**config.mk**
```make
export PLATFORM = sky130hd
export DESIGN_NAME = pixel_stream_source
export DESIGN_NICKNAME = d
export VERILOG_FILES = /design/src/rtl/pixel_stream_source.sv
export SDC_FILE = /design/constraint.sdc
export NUM_CORES = 1
export LEC_CHECK = 0
export CELL_PAD_IN_SITES_DETAIL_PLACEMENT = 0
export CELL_PAD_IN_SITES_GLOBAL_PLACEMENT = 2
export CORE_MARGIN = 1
export CORE_UTILIZATION = 33
export CTS_CLUSTER_SIZE = 25
export DETAILED_ROUTE_END_ITERATION = 7
export PLACE_DENSITY = 0.85
export SLEW_MARGIN = 20
export SYNTH_ARGS = -nofsm -noshare
export SYNTH_HDL_FRONTEND = slang
export SYNTH_SLANG_ARGS = --single-unit
```
**constraint.sdc**
```tcl
create_clock -name clock -period 5 [get_ports clock]
set_clock_uncertainty 0.15 [all_clocks]
set_input_delay 1.25 -clock clock [delete_from_list [all_inputs] [get_ports clock]]
set_output_delay 1.25 -clock clock [all_outputs]
set_load 0.05 [all_outputs]
```
**src/rtl/pixel_stream_source.sv**
```systemverilog
// Frame-buffer pixel streamer: walks a bottom-up (BMP-ordered) frame buffer
// top row first, issues one read per pixel, and presents the returned words
// as r/g/b qualified by horizontal_sync, with idle gaps between rows.
module pixel_stream_source #(
  parameter int WIDTH  = 384,
  parameter int HEIGHT = 512,
  parameter int HBLANK = 16,
  parameter int ADDR_W = 18
) (
  input  logic              clock,
  input  logic              reset,
  input  logic              start,
  input  logic              pause,
  output logic              mem_rd,
  output logic [ADDR_W-1:0] mem_addr,
  input  logic [23:0]       mem_data,
  output logic              horizontal_sync,
  output logic [7:0]        r,
  output logic [7:0]        g,
  output logic [7:0]        b,
  output logic              busy,
  output logic              done
);

  localparam int COL_W   = (WIDTH  > 1) ? $clog2(WIDTH)  : 1;
  localparam int ROW_W   = (HEIGHT > 1) ? $clog2(HEIGHT) : 1;
  localparam int BLANK_W = (HBLANK > 1) ? $clog2(HBLANK) : 1;

  localparam logic [COL_W-1:0]   COL_LAST   = COL_W'(WIDTH - 1);
  localparam logic [ROW_W-1:0]   ROW_LAST   = ROW_W'(HEIGHT - 1);
  localparam logic [BLANK_W-1:0] BLANK_LAST = BLANK_W'((HBLANK > 0) ? HBLANK - 1 : 0);
  localparam logic [ADDR_W-1:0]  BASE_TOP   = ADDR_W'((HEIGHT - 1) * WIDTH);
  localparam logic [ADDR_W-1:0]  ROW_STEP   = ADDR_W'(WIDTH);

  typedef enum logic [2:0] {
    IDLE,
    READ,
    BLANK,
    FLUSH,
    DONE
  } state_t;

  state_t              state;
  logic [COL_W-1:0]    col;
  logic [ROW_W-1:0]    row;
  logic [BLANK_W-1:0]  blank_cnt;
  logic                flush_cnt;
  logic [ADDR_W-1:0]   row_base;
  logic                data_valid;

  // Frame sequencer: row_base tracks the buffer address of the current row
  // start, stepping downward because the buffer stores the bottom row first.
  always_ff @(posedge clock) begin
    if (reset) begin
      state     <= IDLE;
      col       <= '0;
      row       <= '0;
      blank_cnt <= '0;
      flush_cnt <= 1'b0;
      row_base  <= '0;
      mem_rd    <= 1'b0;
      mem_addr  <= '0;
      busy      <= 1'b0;
      done      <= 1'b0;
    end else begin
      mem_rd <= 1'b0;
      busy   <= (state != IDLE);
      done   <= (state == DONE);
      case (state)
        IDLE: begin
          if (start) begin
            state    <= READ;
            col      <= '0;
            row      <= '0;
            row_base <= BASE_TOP;
          end
        end
        READ: begin
          if (!pause) begin
            mem_rd   <= 1'b1;
            mem_addr <= row_base + ADDR_W'(col);
            if (col == COL_LAST) begin
              col <= '0;
              if (row == ROW_LAST) begin
                row       <= '0;
                flush_cnt <= 1'b0;
                state     <= FLUSH;
              end else begin
                row       <= row + 1'b1;
                row_base  <= row_base - ROW_STEP;
                blank_cnt <= '0;
                state     <= (HBLANK > 0) ? BLANK : READ;
              end
            end else begin
              col <= col + 1'b1;
            end
          end
        end
        BLANK: begin
          if (blank_cnt == BLANK_LAST) begin
            state <= READ;
          end else begin
            blank_cnt <= blank_cnt + 1'b1;
          end
        end
        FLUSH: begin
          if (flush_cnt) begin
            state <= DONE;
          end else begin
            flush_cnt <= 1'b1;
          end
        end
        DONE: begin
          state <= IDLE;
        end
        default: begin
          state <= IDLE;
        end
      endcase
    end
  end

  // Return path: data_valid marks the cycle the memory word is on mem_data,
  // and clearing it on reset drops any read still in flight.
  always_ff @(posedge clock) begin
    if (reset) begin
      data_valid      <= 1'b0;
      horizontal_sync <= 1'b0;
      r               <= '0;
      g               <= '0;
      b               <= '0;
    end else begin
      data_valid      <= mem_rd;
      horizontal_sync <= data_valid;
      if (data_valid) begin
        r <= mem_data[23:16];
        g <= mem_data[15:8];
        b <= mem_data[7:0];
      end
    end
  end

endmodule

```
==> results.ini <==
[outcome]
status = finished, final reports clean

[clock_network]
cts_hold_repair.buffers = 0
cts_resized = 0
clk-insertion-delay-late_ns = 0.35
clkTransAtPathRegs_ns = 0.06
clk_path_buf_depth = 2
postCtsSetupRepairBufs = 0
ctsRootBufferMaster = sky130_fd_sc_hd__clkbuf_16
tritoncts = done
cts-buffers-inserted = 9
cts_num_sinks = 84
htree_num_levels = 3

[synth]
synth.cell_area_sq_um = 3864
yosys.area.top_type = sky130_fd_sc_hd__dfxtp_1
synthesized_netlist_cell_count = 440
mappedNetlistNets = 476
sequential_fraction_of_the_synthesis_area_pct = 43.52
async_reset_ff_share_pct = 0
post_synth_edffs = 0
synth_seq_cells = 84
synth.yosys.warnings = 0
syn_area_per_cell_sq_um = 8.781
netlist_top_cells_area = sky130_fd_sc_hd__dfxtp_1, sky130_fd_sc_hd__mux2i_1, sky130_fd_sc_hd__a21oi_1
synthDominantCellAreaShare_pct = 43.52
synth_cell_types = 58
ys.flop_type = sky130_fd_sc_hd__dfxtp_1

[job]
drv_cap = 0

[detailed_routing]
antenna_violating_nets_post_route = 0
wl_per_cell_microns = 15.34
vias_after_detailed_routing = 3429
remaining_drc_errors = 0
routed_via_density = 5.300
drt-total-wl_mm = 9.928
firstDrtPassIters = 4
detail_route.iter0.violations = 134

[critical_path]
critical_path.startpoint_type = input pin
endpoint_kind = register
timing.setup.critical_path_class = in2reg
critical_path_cell_sequence = clkdlybuf4s50_1, or4b_4, nor4_4, o21ai_0, a311oi_1
worst-path-buf-inv = 1
critPathArrivalTime_ns = 3.70
worst_path_top_cell_family_by_delay = simple AND/OR/NAND/NOR gates
crit_path_max_incr_delay_ns = 0.76
reg2regPathDepth = 9
rr_startpoint = row[0]
worst_ep_required_time_ns = 5.11
critical_path_start = pause
r2r_end = row[7]
worstPathMaxFanout = 15
cpMaxStageDelayCell = sky130_fd_sc_hd__nor4_4
reg2reg_setup_slack_ns = 1.78

[global_routing]
grt_max_degree = 65
gr-usage-all-layers_pct = 17.31
global_route_wire_length_before_repair_mm = 16.01
antenna_found_initial = 0
global_route.overflow_total = 0
via_count_of_the_first_global_routing_pass = 3124

[floorplan]
die_height_microns = 110.2
ios = 74
floorplan.core_area_sq_um = 11420
fp-row-count = 39
start_util_pct = 33.84
design.die.area_sq_um = 12150
chipWidth_microns = 110.2

[timing]
maxClockFrequency_mhz = 278.0
timing.max_slew.rel_slack_pct = 42.41
period_needed_ns = 3.598
post-route-period-util_pct = 71.95
tightest_slew_ns = 0.8574
setup_tns_ns = 0
hold_violations = 0
setup_viol_count_final = 0
maxSlewViolCount = 0
rsz_0062_raised_after_global_routing = false

[power_and_ir_drop]
static-leakage-power_nw = 1.707
power_mw = 1.569
total_power_divided_by_cell_area_nw_per_um2 = 315.0
vdd_ir_drop_max_mv = 0.1764

[worst_hold_path]
hold_path_cell_cnt = 2
hold_start = mem_addr[1]
hold_path_end = mem_addr[1]
worst_hold_path_type = reg2reg

[placed_design]
place_hpwl_mm = 6.743
routabilityCongestion = 0.7688
port_buffers = 73

[finish]
layout.filler_cells = 1181
antenna-diode-count = 0
layout.nets = 535
post_route_cells_drive_above_1_share_pct = 5.357
relative_area_change_from_synthesis_to_final_layout_pct = 28.95

through the flow:
stage | hold WS, ns | setup slack, ns | std cells | utilization, % | instance area (sq um)
after floorplan | 0.2926 | 2.232 | 440 | - | 3864
after global placement | 0.2980 | 1.126 | 631 | 41.06 | 4688
after detailed placement | 0.3027 | 1.049 | 631 | 41.06 | 4688
after CTS | 0.3092 | 1.425 | 647 | 43.63 | 4982
after global routing | 0.3285 | 1.251 | 647 | 43.63 | 4982
final | 0.3057 | 1.402 | 647 | 43.63 | 4982
cells in the mapped netlist (all sizes together) (3+ instances only):
cell type,count
clkbuf,22
nor2b,4
nand2,36
a311oi,8
nor3,5
o21ai,21
xnor2,7
nand3,18
o31ai,9
dfxtp,84
a41oi,3
and3,6
o211ai,3
nor2,44
or4,6
xor2,3
inv,9
mux2i,25
a31oi,9
nand4,9
nor3b,4
ha,8
a21oi,36
or3,9
buf,8
a211oi,6
nor4b,5
layout make-up:
type	instances	area, sq um	share of cell area, %
flip-flops and latches	84	1682	33.75
multi-input cells	317	2031	40.76
repair buffers	78	763.2	15.32
inverters	9	33.78	0.6781
clock inverters	6	65.06	1.306
well taps	143	178.9	3.591
clock buffers	10	229.0	4.596
how the worst max path moves through the flow:
stage                               to  slack [ns]  depth (start not counted)
after global placement          row[7]        1.13                          5
after global routing            row[7]        1.25                          5
after floorplan           row_base[17]        2.23                          5
final                           row[7]        1.40                          5
after detailed placement        row[7]        1.05                          5
after CTS                       row[7]        1.43                          5
cell families after synthesis:
family                   Yosys count  share of synthesized area [%]
adder cells (fa/ha/maj)            8                          2.591
multiplexers                      25                          6.477
XOR/XNOR                          10                          2.267
flip-flops                        84                          43.52
other                              1                        0.09706
AO/OA/AOI/OAI                    111                          18.52
AND/OR/NAND/NOR                  162                          22.38
buffers and inverters             39                          4.145
report_power, final:
group | internal (mW) | switching [mW]
combinational | 0.0732 | 0.112
clock | 0.387 | 0.284
sequential | 0.689 | 0.0238
total | 1.15 | 0.420
placed cells by master (no fill, tap or decap), drive strengths merged, types with 5 or more instances in the layout:
cell type / n
a211oi: 6
a21oi: 36
a311oi: 8
a31oi: 9
and3: 6
buf: 6
clkbuf: 10
clkdlybuf4s50: 72
dfxtp: 84
ha: 8
inv: 9
mux2i: 25
nand2: 36
nand3: 18
nand4: 9
nor2: 44
nor3: 5
nor4b: 5
o21ai: 21
o31ai: 9
or3: 9
or4: 6
xnor2: 7
routing by layer:
layer	global-route usage, %	part of all wire (%)
met5	0	0
met1	23.90	49
met2	25.71	46
met4	7.049	1.6
met3	4.233	3.5
registers in the layout, indices dropped and copies added, names as in the netlist:
name,flops
g,8
busy,1
state,3
row_base,11
horizontal_sync,1
blank_cnt,4
mem_addr,18
col,9
row,9
b,8
mem_rd,1
done,1
data_valid,1
r,8
flush_cnt,1
worst min-delay path: stages (launching register included):
cell and delay, ns:
sky130_fd_sc_hd__dfxtp_1 0.31, sky130_fd_sc_hd__nand2_1 0.05, sky130_fd_sc_hd__a21oi_1 0.05
Note: power is estimated with default switching activity, not from simulation.
